$ cat src/rtl/vec_mem_sequencer_if.sv
// Processor-side bundle for the vector memory sequencer: request, source lanes,
// data memory port and vector register file write port.
interface vec_mem_sequencer_if;
    logic        Start;
    logic        IsStore;
    logic [31:0] BaseAddr;
    logic [3:0]  VecIdx;
    logic [31:0] VecRd_0;
    logic [31:0] VecRd_1;
    logic [31:0] VecRd_2;
    logic [31:0] VecRd_3;
    logic [31:0] VecRd_4;
    logic [31:0] ReadData;
    logic [31:0] MemAddr;
    logic        MemWrite;
    logic [31:0] MemWData;
    logic        VecWrite;
    logic [3:0]  VecWAddr;
    logic [31:0] VecWD_0;
    logic [31:0] VecWD_1;
    logic [31:0] VecWD_2;
    logic [31:0] VecWD_3;
    logic [31:0] VecWD_4;
    logic        Busy;
    logic        Done;

    modport master (
        output Start, IsStore, BaseAddr, VecIdx,
        output VecRd_0, VecRd_1, VecRd_2, VecRd_3, VecRd_4, ReadData,
        input  MemAddr, MemWrite, MemWData, VecWrite, VecWAddr,
        input  VecWD_0, VecWD_1, VecWD_2, VecWD_3, VecWD_4, Busy, Done
    );

    modport slave (
        input  Start, IsStore, BaseAddr, VecIdx,
        input  VecRd_0, VecRd_1, VecRd_2, VecRd_3, VecRd_4, ReadData,
        output MemAddr, MemWrite, MemWData, VecWrite, VecWAddr,
        output VecWD_0, VecWD_1, VecWD_2, VecWD_3, VecWD_4, Busy, Done
    );
endinterface

$ cat src/rtl/vec_mem_sequencer.sv
// Sequences a 5-lane vector load or store through a single-word data memory port,
// one lane per cycle, with a final register-file writeback for loads.
module vec_mem_sequencer #(
    parameter int STRIDE = 4
) (
    input logic               clk,
    input logic               reset,
    vec_mem_sequencer_if.slave bus
);
    typedef enum logic [1:0] {IDLE, XFER, WB, DONE} state_t;

    state_t      state;
    logic [2:0]  lane;
    logic        is_store;
    logic [31:0] base;
    logic [3:0]  vec_idx;
    logic [31:0] lane_buf [0:4];

    logic [31:0] mem_addr;
    logic        mem_write;
    logic [31:0] mem_wdata;
    logic        vec_write;
    logic [3:0]  vec_waddr;
    logic        busy;
    logic        done;

    logic [2:0]  lane_nxt;
    logic [31:0] addr_nxt;
    logic [31:0] aligned_base;

    assign lane_nxt     = lane + 3'd1;
    assign addr_nxt     = base + 32'(lane_nxt) * 32'(STRIDE);
    assign aligned_base = bus.BaseAddr & ~32'h3;

    // Outputs are registered one step ahead: each transition loads the values
    // the destination state must present, so the memory port sees them for the
    // whole cycle the lane is active.
    always_ff @(posedge clk or posedge reset) begin
        if (reset) begin
            state     <= IDLE;
            lane      <= 3'd0;
            is_store  <= 1'b0;
            base      <= 32'd0;
            vec_idx   <= 4'd0;
            for (int i = 0; i < 5; i++) lane_buf[i] <= 32'd0;
            mem_addr  <= 32'd0;
            mem_write <= 1'b0;
            mem_wdata <= 32'd0;
            vec_write <= 1'b0;
            vec_waddr <= 4'd0;
            busy      <= 1'b0;
            done      <= 1'b0;
        end else begin
            case (state)
                IDLE: begin
                    if (bus.Start) begin
                        state     <= XFER;
                        lane      <= 3'd0;
                        is_store  <= bus.IsStore;
                        base      <= aligned_base;
                        vec_idx   <= bus.VecIdx;
                        busy      <= 1'b1;
                        mem_addr  <= aligned_base;
                        mem_write <= bus.IsStore;
                        mem_wdata <= bus.IsStore ? bus.VecRd_0 : 32'd0;
                        if (bus.IsStore) begin
                            lane_buf[0] <= bus.VecRd_0;
                            lane_buf[1] <= bus.VecRd_1;
                            lane_buf[2] <= bus.VecRd_2;
                            lane_buf[3] <= bus.VecRd_3;
                            lane_buf[4] <= bus.VecRd_4;
                        end
                    end
                end
                XFER: begin
                    if (!is_store) lane_buf[lane] <= bus.ReadData;
                    if (lane == 3'd4) begin
                        lane      <= 3'd0;
                        mem_addr  <= 32'd0;
                        mem_write <= 1'b0;
                        mem_wdata <= 32'd0;
                        if (is_store) begin
                            state <= DONE;
                            done  <= 1'b1;
                        end else begin
                            state     <= WB;
                            vec_write <= 1'b1;
                            vec_waddr <= vec_idx;
                        end
                    end else begin
                        lane      <= lane_nxt;
                        mem_addr  <= addr_nxt;
                        mem_write <= is_store;
                        mem_wdata <= is_store ? lane_buf[lane_nxt] : 32'd0;
                    end
                end
                WB: begin
                    state     <= DONE;
                    vec_write <= 1'b0;
                    vec_waddr <= 4'd0;
                    done      <= 1'b1;
                end
                DONE: begin
                    // Clearing the buffer here keeps the write lanes at zero while idle.
                    state <= IDLE;
                    done  <= 1'b0;
                    busy  <= 1'b0;
                    for (int i = 0; i < 5; i++) lane_buf[i] <= 32'd0;
                end
                default: state <= IDLE;
            endcase
        end
    end

    assign bus.MemAddr  = mem_addr;
    assign bus.MemWrite = mem_write;
    assign bus.MemWData = mem_wdata;
    assign bus.VecWrite = vec_write;
    assign bus.VecWAddr = vec_waddr;
    assign bus.VecWD_0  = lane_buf[0];
    assign bus.VecWD_1  = lane_buf[1];
    assign bus.VecWD_2  = lane_buf[2];
    assign bus.VecWD_3  = lane_buf[3];
    assign bus.VecWD_4  = lane_buf[4];
    assign bus.Busy     = busy;
    assign bus.Done     = done;
endmodule

$ cat src/flat_wrapper.sv
// flat-port wrapper written by rule: the top's interface ports become plain ports
module vec_mem_sequencer_flat 
#(
    parameter int STRIDE = 4
)
  (clk, reset, bus_Start, bus_IsStore, bus_BaseAddr, bus_VecIdx, bus_VecRd_0, bus_VecRd_1, bus_VecRd_2, bus_VecRd_3, bus_VecRd_4, bus_ReadData, bus_MemAddr, bus_MemWrite, bus_MemWData, bus_VecWrite, bus_VecWAddr, bus_VecWD_0, bus_VecWD_1, bus_VecWD_2, bus_VecWD_3, bus_VecWD_4, bus_Busy, bus_Done);
  vec_mem_sequencer_if bus_i ();
  input logic clk;
  input logic reset;
  input wire logic [$bits(bus_i.Start)-1:0] bus_Start;
  input wire logic [$bits(bus_i.IsStore)-1:0] bus_IsStore;
  input wire logic [$bits(bus_i.BaseAddr)-1:0] bus_BaseAddr;
  input wire logic [$bits(bus_i.VecIdx)-1:0] bus_VecIdx;
  input wire logic [$bits(bus_i.VecRd_0)-1:0] bus_VecRd_0;
  input wire logic [$bits(bus_i.VecRd_1)-1:0] bus_VecRd_1;
  input wire logic [$bits(bus_i.VecRd_2)-1:0] bus_VecRd_2;
  input wire logic [$bits(bus_i.VecRd_3)-1:0] bus_VecRd_3;
  input wire logic [$bits(bus_i.VecRd_4)-1:0] bus_VecRd_4;
  input wire logic [$bits(bus_i.ReadData)-1:0] bus_ReadData;
  output wire logic [$bits(bus_i.MemAddr)-1:0] bus_MemAddr;
  output wire logic [$bits(bus_i.MemWrite)-1:0] bus_MemWrite;
  output wire logic [$bits(bus_i.MemWData)-1:0] bus_MemWData;
  output wire logic [$bits(bus_i.VecWrite)-1:0] bus_VecWrite;
  output wire logic [$bits(bus_i.VecWAddr)-1:0] bus_VecWAddr;
  output wire logic [$bits(bus_i.VecWD_0)-1:0] bus_VecWD_0;
  output wire logic [$bits(bus_i.VecWD_1)-1:0] bus_VecWD_1;
  output wire logic [$bits(bus_i.VecWD_2)-1:0] bus_VecWD_2;
  output wire logic [$bits(bus_i.VecWD_3)-1:0] bus_VecWD_3;
  output wire logic [$bits(bus_i.VecWD_4)-1:0] bus_VecWD_4;
  output wire logic [$bits(bus_i.Busy)-1:0] bus_Busy;
  output wire logic [$bits(bus_i.Done)-1:0] bus_Done;
  assign bus_i.Start = bus_Start;
  assign bus_i.IsStore = bus_IsStore;
  assign bus_i.BaseAddr = bus_BaseAddr;
  assign bus_i.VecIdx = bus_VecIdx;
  assign bus_i.VecRd_0 = bus_VecRd_0;
  assign bus_i.VecRd_1 = bus_VecRd_1;
  assign bus_i.VecRd_2 = bus_VecRd_2;
  assign bus_i.VecRd_3 = bus_VecRd_3;
  assign bus_i.VecRd_4 = bus_VecRd_4;
  assign bus_i.ReadData = bus_ReadData;
  assign bus_MemAddr = bus_i.MemAddr;
  assign bus_MemWrite = bus_i.MemWrite;
  assign bus_MemWData = bus_i.MemWData;
  assign bus_VecWrite = bus_i.VecWrite;
  assign bus_VecWAddr = bus_i.VecWAddr;
  assign bus_VecWD_0 = bus_i.VecWD_0;
  assign bus_VecWD_1 = bus_i.VecWD_1;
  assign bus_VecWD_2 = bus_i.VecWD_2;
  assign bus_VecWD_3 = bus_i.VecWD_3;
  assign bus_VecWD_4 = bus_i.VecWD_4;
  assign bus_Busy = bus_i.Busy;
  assign bus_Done = bus_i.Done;
  vec_mem_sequencer #(.STRIDE(STRIDE)) u_core (.clk(clk), .reset(reset), .bus(bus_i));
endmodule
$ cat config.mk
export PLATFORM = sky130hd
export DESIGN_NAME = vec_mem_sequencer_flat
export DESIGN_NICKNAME = d
export VERILOG_FILES = /design/src/rtl/vec_mem_sequencer_if.sv /design/src/rtl/vec_mem_sequencer.sv /design/src/flat_wrapper.sv
export SDC_FILE = /design/constraint.sdc
export NUM_CORES = 1
export LEC_CHECK = 0
export BUFFER_PORTS_ARGS = -buffer_cell sky130_fd_sc_hd__buf_2
export CAP_MARGIN = 30
export CORE_AREA = 2 2 183 185
export DETAILED_ROUTE_END_ITERATION = 8
export DIE_AREA = 0 0 185 187
export PLACE_DENSITY = 0.68
export SLEW_MARGIN = 20
export SYNTH_ARGS = -nofsm -noshare
export SYNTH_HDL_FRONTEND = slang
export SYNTH_SLANG_ARGS = --single-unit
$ cat constraint.sdc
create_clock -name clk -period 15.1 [get_ports clk]
set_clock_uncertainty 0.15 [all_clocks]
set_input_delay 2.265 -clock clk [delete_from_list [all_inputs] [get_ports clk]]
set_output_delay 2.265 -clock clk [all_outputs]
set_load 0.01 [all_outputs]
# Word level (Yosys, flattened, before mapping)
# Index checks and enable logic that the tools add are counted.
dict set report classes {
  n_addsub 2
  order_cmp 3
  n_eq_ne 9
  mux 39
  bitwise_logic 2
  reduce_logical 14
}
# cell n
set ops {}
lappend ops {{$mux W160} 3}
lappend ops {{$pmux W160 S3} 1}
lappend ops {{$mux W32} 9}
lappend ops {{$bwmux W160} 1}
lappend ops {{$pmux W32 S2} 2}
lappend ops {{$bmux W32 S3} 1}
lappend ops {{$demux W32 S3} 1}
lappend ops {{$add A32 B5 Y32} 1}
lappend ops {{$ge A4 B4 Y1 const B} 2}
lappend ops {{$mux W1} 8}
lappend ops {{$mux W4} 2}
lappend ops {{$not A3 Y4} 2}
lappend ops {{$pmux W2 S4} 1}
lappend ops {{$pmux W4 S2} 1}
lappend ops {{$reduce_and A2 Y1} 4}
lappend ops {{$mux W3} 2}
lappend ops {{$ne A2 B2 Y1 const B} 3}
lappend ops {{$pmux W1 S2} 3}
lappend ops {{$pmux W3 S2} 1}
lappend ops {{$reduce_and A3 Y1} 2}
lappend ops {{$reduce_bool A2 Y1} 3}
lappend ops {{$reduce_bool A3 Y1} 2}
lappend ops {{$eq A2 B2 Y1 const B} 2}
lappend ops {{$lt A4 B1 Y1 const B} 1}
lappend ops {{other kinds (9)} 11}
dict set report word_totals {
  regBits 272
  input_bits 232
  wordCells 86
}

# Logic depth before layout (Yosys ltp)
# Gate-level depths: netlist of the first run.
dict set report logic_depth {
  word_depth 8
  depth_mapped 11
  mapped_depth_nobuf 9
}

# Worst setup path before layout of the first run
# No wires, ideal clock.
dict set report synth_path {
  path_type {input -> register}
  from {in bus_Start}
  to {reg u_core.lane_buf, in the netlist u_core.bus.VecWD_4[12]}
  setup_ns 0.132
  arrival_time_ns 3.322
  required_ns 14.818
  slack_ns 11.496
  stages 7
  n_path_buf 2
  cell_sequence {nand2_1 -> a221o_1 -> buf_2 -> a21o_4 -> buf_6 -> nand2_1 -> o21ai_1}
}
dict set report synth_via {
  elab_chain_cells 2
}
# element line_no
set synth_rtl {}
lappend synth_rtl {{start: declaration} flat_wrapper.sv:10} ;# input wire logic [$bits(bus_i.Start)-1:0] bus_Start;
lappend synth_rtl {{$ne A2 B2 Y1 (no source line)} -}
lappend synth_rtl {{$reduce_and A4 Y1 (no source line)} -}
lappend synth_rtl {{end signal: indexed assignment} vec_mem_sequencer.sv:76} ;# if (!is_store) lane_buf[lane] <= bus.ReadData;
lappend synth_rtl {{end: declaration} vec_mem_sequencer.sv:17} ;# logic [31:0] lane_buf [0:4];
# No other way between the ends.
# A chain may end at the register's enable or synchronous reset.

==> results of run 1 <==
registers in the layout, summed over array words and instances (netlist names):
register and count:
u_core.base 30, u_core.bus.Busy 1, u_core.bus.Done 1, u_core.bus.MemAddr 30
u_core.bus.MemWData 32, u_core.bus.MemWrite 1, u_core.bus.VecWAddr 4, u_core.bus.VecWD_0 32
u_core.bus.VecWD_1 32, u_core.bus.VecWD_2 32, u_core.bus.VecWD_3 32, u_core.bus.VecWD_4 32
u_core.bus.VecWrite 1, u_core.is_store 1, u_core.lane 3, u_core.state 2
u_core.vec_idx 4
cell families after synthesis:
group / synth area share (%)
other cells: 0.0279
fa+ha+maj: 1.08
simple gates: 9.88
buf+inv: 4.51
compound gates: 23.9
mux: 8.69
flops: 50.3
xor+xnor: 1.63
path summary, 6_finish.rpt:
check | startpoint | end | cells past startpoint
max in group clk | bus_Start | u_core.bus.MemWData[7] | 4
min | u_core.bus.MemAddr[14] | u_core.bus.MemAddr[14] | 2
max reg2reg | u_core.lane[0] | u_core.bus.MemAddr[26] | 9
min in group asynchronous | reset | u_core.vec_idx[1] | 2
min reg2reg | u_core.bus.MemAddr[14] | u_core.bus.MemAddr[14] | 2
max | reset | u_core.bus.VecWD_2[16] | 5
worst max-delay path, cell delays in order:
cell	delay, ns
buf_2	0.13
inv_8	0.52
buf_4	0.79
buf_4	0.64
buf_12	0.30
final cells by class:
class / instances / area (um^2) / area share, %
clock inverters: 8 / 155 / 0.898
repair buffers: 487 / 2610 / 15.1
multi-input cells: 934 / 6210 / 35.9
clock buffers: 47 / 905 / 5.23
inverters: 18 / 75.1 / 0.434
flip-flops and latches: 270 / 6760 / 39.1
diodes: 4 / 10.0 / 0.0579
well taps: 448 / 561 / 3.24
metrics by stage:
stage          hold slack, ns  worst slack (ns)  total power, uW
2_1_floorplan           0.329              5.25             2820
3_3_place_gp            0.302              9.88             3670
3_5_place_dp            0.321             10.11             3760
4_1_cts                 0.335             10.71             4550
5_1_grt                 0.362             10.49             4860
6_report                0.335             10.83             4590
power by group through the flow:
| stage | sequential (uW) | combinational [uW] | clock, uW |
|---|---|---|---|
| global route | 1420 | 2620 | 819 |
| floorplan | 1450 | 1370 | 0 |
| detailed placement | 1380 | 2380 | 0 |
| CTS | 1370 | 2380 | 791 |
| finish | 1380 | 2420 | 785 |
| global placement | 1360 | 2310 | 0 |
per-layer routing:
| metal | vias up | wire length (um) | track usage (%) |
|---|---|---|---|
| li1 | 5772 | - | - |
| met1 | 6523 | 20700 | 39.1 |
| met2 | 726 | 26500 | 50.5 |
| met3 | 133 | 4880 | 7.07 |
| met4 | 12 | 2080 | 11.5 |
| met5 | - | 72 | 0 |
layout by cell type, fill, tap and decap left out, types with 7 or more instances in the layout:
master,netlist,routed
buf_2,52,459
dfrtp_1,270,269
a22oi_1,192,192
nand2_1,179,177
o21ai_0,116,116
nor2_1,73,70
o21ai_1,67,64
a21oi_1,61,61
o22ai_1,49,49
mux2_2,37,36
mux4_2,32,32
clkbuf_16,0,30
buf_4,2,22
xor2_1,17,17
inv_1,16,15
nand4_1,14,14
and4_1,11,11
nand3_1,10,10
ha_1,10,9
clkbuf_8,0,9
and3_1,8,8
clkbuf_1,58,8
xnor2_1,8,7
==> flow_summary_export.csv, run 1 <==
group,metric,value,unit
placement,routabilityCongestion,0.903,
power_and_ir_drop,combPwrFrac,52.8,%
global_route,grt_pass1_wl,80.8,mm
timing,drv_slew,0,
routing,firstDrtPassIters,5,
final_layout,final_util,52.6,%
routing,vias,13200,
yosys,netlist.area_leader.share,50.3,%
floorplanning,die_y,187,um
placement,place_inst,2154,
timing,timing.slew.headroom,30.2,%
global_route,first_global_vias,13000,
yosys,ys_top_cells_by_count,"dfrtp_1 (270), a22oi_1 (192), nand2_1 (179)",
yosys,yosysWarnings,0,
timing,rsz0062_at_grt,"false",
placement,dpl-instance-area,16200,um^2
job,cap_violations,0,
yosys,syn-cell-area,13400,um^2
timing,period_minus_slack,4.27,ns
cts,post-cts-setup-buffers,0,
cts,ctsHtreeMaxLevel,1,
routing,drc_errors,0,
floorplanning,io_pins,464,
timing,final-setup-viol-count,0,
cts,cts.clk_slew.worst_paths,0.06,ns
timing,worstMarginPinSlew,1.04,ns
timing,fin_crit_sh,28.3,%
yosys,synth_most_common_cell,"dfrtp_1",
power_and_ir_drop,internal_power,2480,uW
yosys,ys_async_sr_fraction,100,%
setup_path,reg2reg_slack,11.13,ns
power_and_ir_drop,powerDensity,266,nW/um^2
final_layout,fill_cells,3055,
power_and_ir_drop,pwr-share-seq,30.1,%
timing,finalHoldViolations,0,
cts,clkSinkCount,270,
global_route,grt_usage,30.6,%
global_route,antenna_found_initial,9,
timing,tns,0,ns
setup_path,critical_path_peak_fanout,122,
routing,drt-initial-drc-count,1229,
floorplanning,core-area,32900,um^2
floorplanning,die_w,185,um
global_route,grt_max_degree,123,
routing,detail_route.wirelength,54.3,mm
routing,avgViaCountPerCell,5.94,
cts,tritoncts,"built",
routing,ant_nets,0,
cts,ctsResizeCount,0,
timing,fmaxAchievable,234,MHz
yosys,synth-main-ff-cell,"dfrtp_1",
final_layout,layout.nets,1984,
global_route,grt_overflow_total,0,
power_and_ir_drop,power.share.switching,46.0,%
placement,port_buffers,459,
floorplanning,start_util,40.9,%
cts,clk_latency,0.57,ns
power_and_ir_drop,peakVddDrop,0.000151,V
final_layout,instances_no_fill,2216,
setup_path,cp_data_arrival_time,4.86,ns
cts,max-clock-path-buffers,3,
yosys,synth_top_cell_by_area,"dfrtp_1",
final_layout,synthToLayoutAreaGrowth,28.7,%
setup_path,critPathKind,"input pin to async pin",
floorplanning,die_area,34600,um^2
setup_path,crit_required,15.69,ns
yosys,ys_top_cells_by_area,"dfrtp_1 (50%), a22oi_1 (11%), mux4_2 (5.4%), nand2_1 (5.0%), o21ai_0 (4.3%)",
hold_path,hp-class,"register to register",
routing,routedWlPerCell,24.5,um
yosys,syn_area_per_cell,10.0,um^2
yosys,synth_seq_cells,270,
final_layout,layout-drive-gt1-share,35.5,%
power_and_ir_drop,clockPowerShare,17.1,%
final_layout,design_area,17300,um^2
status,status,"finished clean",
power_and_ir_drop,power_switching,2110,uW
setup_path,crit_path_end_kind,"async pin",
setup_path,start_kind,"input pin",
cts,clock-root-buffer,"clkbuf_16",
placement,dpl.hpwl,36.0,mm
yosys,synth_enable_flop_cells,0,
cts,cts_hold_buf,0,
power_and_ir_drop,power_leakage,0.00796,uW
floorplanning,rows,67,
cts,cts_inserted_buffers,30,
yosys,ys_types,47,
yosys,synthCells,1339,
yosys,seq_area_frac_synth,50.3,%
Note: power is estimated with default switching activity, not from simulation.
==> inputs of run 2 (changes only) <==
- CORE_AREA: 2 2 183 185 -> 2 2 179 181
- DIE_AREA: 0 0 185 187 -> 0 0 181 183
- PLACE_DENSITY: 0.68 -> 0.73
- clock period: 15.1 -> 3.8 ns (I/O delays scaled with it)
==> run 2 against run 1 <==
Against the previous run: non-clock buffer count grew 6; register-to-register slack lost 10 ns; final cell count shrank 1.5%; die area shrank 4.3%; first-iteration DRC count grew 11%; global-route usage grew 1.1 points; hold slack lost 0.24 ns; critical path depth grew 3; wire length shrank 0.25%; via count grew 1.7%; design area is essentially flat.
==> flow_summary_export.csv, run 2 (synthesis results as in run 1) <==
group,metric,value,unit
status,status,"finished clean",
final_layout,layout-drive-gt1-share,35.8,%
setup_path,crit_required,4.09,ns
routing,drt-initial-drc-count,1369,
global_route,antenna_found_initial,10,
setup_path,cp.buffers_inverters,1,
global_route,grt_usage,31.7,%
power_and_ir_drop,power_leakage,0.00798,uW
cts,clk_latency,0.57,ns
global_route,first_global_vias,13200,
setup_path,reg2reg_slack,0.72,ns
setup_path,r2r_start,"u_core.lane[0]",
routing,ant_nets,0,
hold_path,hp-start,"bus_VecIdx[1]",
power_and_ir_drop,pwr-share-seq,30.3,%
global_route,grt_util_met2,53.3,%
floorplanning,die_area,33100,um^2
setup_path,cp_data_arrival_time,3.38,ns
cts,cts_inserted_buffers,30,
global_route,grt_max_degree,125,
setup_path,critPathKind,"register to register",
setup_path,rr_endpoint,"u_core.bus.MemAddr[22]",
job,cap_violations,0,
final_layout,layout_commonest_cell,"buf_2",
placement,routabilityCongestion,0.928,
power_and_ir_drop,power_switching,8410,uW
final_layout,most-common-layout-cells,"buf_2 (459), dfrtp_1 (269), a22oi_1 (192)",
timing,drv_slew,0,
floorplanning,die_w,181,um
timing,period_minus_slack,3.08,ns
cts,cts.clk_slew.worst_paths,0.06,ns
final_layout,design_area,17300,um^2
setup_path,path_cells,"inv_2, ha_4, fa_1, a21o_1, and4_1, and4_1, o21ai_0, a21oi_1",
placement,dpl.hpwl,36.5,mm
setup_path,slowest_delay,0.68,ns
floorplanning,core-area,31200,um^2
setup_path,reg2reg_depth,8,
timing,timing.slew.headroom,35.1,%
power_and_ir_drop,power.share.switching,45.9,%
placement,dp_worst_setup_slack,0.790,ns
cts,clock-root-buffer,"clkbuf_16",
power_and_ir_drop,powerDensity,1060,nW/um^2
routing,vias,13400,
timing,fmaxAchievable,324,MHz
setup_path,critical_path_peak_fanout,16,
hold_path,hp-class,"input pin to register",
power_and_ir_drop,combPwrFrac,52.3,%
placement,dpl-instance-area,16200,um^2
power_and_ir_drop,clockPowerShare,17.4,%
power_and_ir_drop,peakVddDrop,0.000644,V
hold_path,hold_path_end,"u_core.vec_idx[1]",
timing,final-setup-viol-count,0,
timing,fin_crit_sh,81.1,%
cts,tritoncts,"built",
floorplanning,start_util,43.0,%
routing,firstDrtPassIters,6,
floorplanning,rows,65,
setup_path,cpMostUsedCell,"and4_1",
final_layout,synthToLayoutAreaGrowth,28.8,%
setup_path,cp_slowest_cell,"dfrtp_2",
cts,clkSinkCount,270,
floorplanning,die_y,183,um
setup_path,critPathTopFamily,"adder cells",
placement,port_buffers,459,
hold_path,whs_path_depth,2,
routing,drc_errors,0,
routing,routedWlPerCell,24.8,um
power_and_ir_drop,internal_power,9890,uW
cts,post-cts-setup-buffers,0,
timing,hold_slack,0.0981,ns
floorplanning,io_pins,464,
global_route,grt_util_met3,6.79,%
global_route,grt_overflow_total,0,
timing,rsz0062_at_grt,"false",
cts,max-clock-path-buffers,3,
global_route,grt_pass1_wl,80.7,mm
global_route,busiest_layer,"met2",
timing,worst_slack,0.718,ns
setup_path,start_kind,"register",
final_layout,layout.nets,1990,
routing,avgViaCountPerCell,6.14,
global_route,gr-usage-met1,39.2,%
timing,worstMarginPinSlew,0.970,ns
setup_path,crit_path_end_kind,"register",
timing,finalHoldViolations,0,
timing,tns,0,ns
cts,ctsHtreeMaxLevel,1,
routing,detail_route.wirelength,54.1,mm
run 2: cell types whose count changed in the layout (fill, tap and decap cells not counted), sizes merged:
cell	previous run	this run
diode	4	10
buf	487	492
clkbuf	47	43
clkinvlp	0	3
bufinv	4	5
dlygate4sd3	0	1
run 2: metal layers:
metal  part of all wire (%)  vias to the layer above
li1                       -                     5805
met1                     37                     6539
met2                     48                      861
met3                    9.9                      180
met4                    5.1                        6
met5                  0.081                        -
run 2: metrics by stage:
stage,cells,power (uW),utilization (%)
after global placement,2114,14700,51.7
final,2182,18300,55.4
after global routing,2177,19300,55.3
after floorplan,1340,11200,-
after CTS,2171,18200,55.2
after detailed placement,2115,15000,51.7
run 2: area by class of cell:
| type | instances | area, um^2 |
|---|---|---|
| well taps | 402 | 503 |
| inverters | 18 | 71.3 |
| multi-input cells | 934 | 6210 |
| diodes | 10 | 25.0 |
| flip-flops and latches | 270 | 6760 |
| repair buffers | 493 | 2650 |
| clock inverters | 12 | 194 |
| clock buffers | 43 | 881 |
| fillers | 2837 | 13900 |
run 2: power by group through the flow:
stage / clock [uW] / sequential (uW) / combinational (uW)
final: 3180 / 5540 / 9580
after global routing: 3310 / 5700 / 10300
after CTS: 3190 / 5500 / 9490
after detailed placement: 0 / 5530 / 9450
after global placement: 0 / 5470 / 9220
after floorplan: 0 / 5770 / 5430
run 2: worst max path at each step:
stage,startpoint,endpoint,cells past startpoint
final,u_core.lane[0],u_core.bus.MemAddr[22],8
after global routing,u_core.lane[0],u_core.bus.MemAddr[22],8
after CTS,u_core.lane[0],u_core.bus.MemAddr[22],8
after detailed placement,u_core.lane[0],u_core.bus.MemAddr[22],8
after global placement,u_core.lane[0],u_core.bus.MemAddr[11],9
after floorplan,reset,u_core.base[10],1
run 2: worst reg2reg max path, stage by stage, from the launching register on:
cell	delay, ns
dfrtp_2	0.68
inv_2	0.23
ha_4	0.32
fa_1	0.44
a21o_1	0.27
and4_1	0.36
and4_1	0.25
o21ai_0	0.18
a21oi_1	0.10
run 2: repair_timing:
action / in CTS / in global routing
hold buffers: 1 / 0
endpoints found under the hold margin: 9 / 0
gates resized for setup: 0 / 0
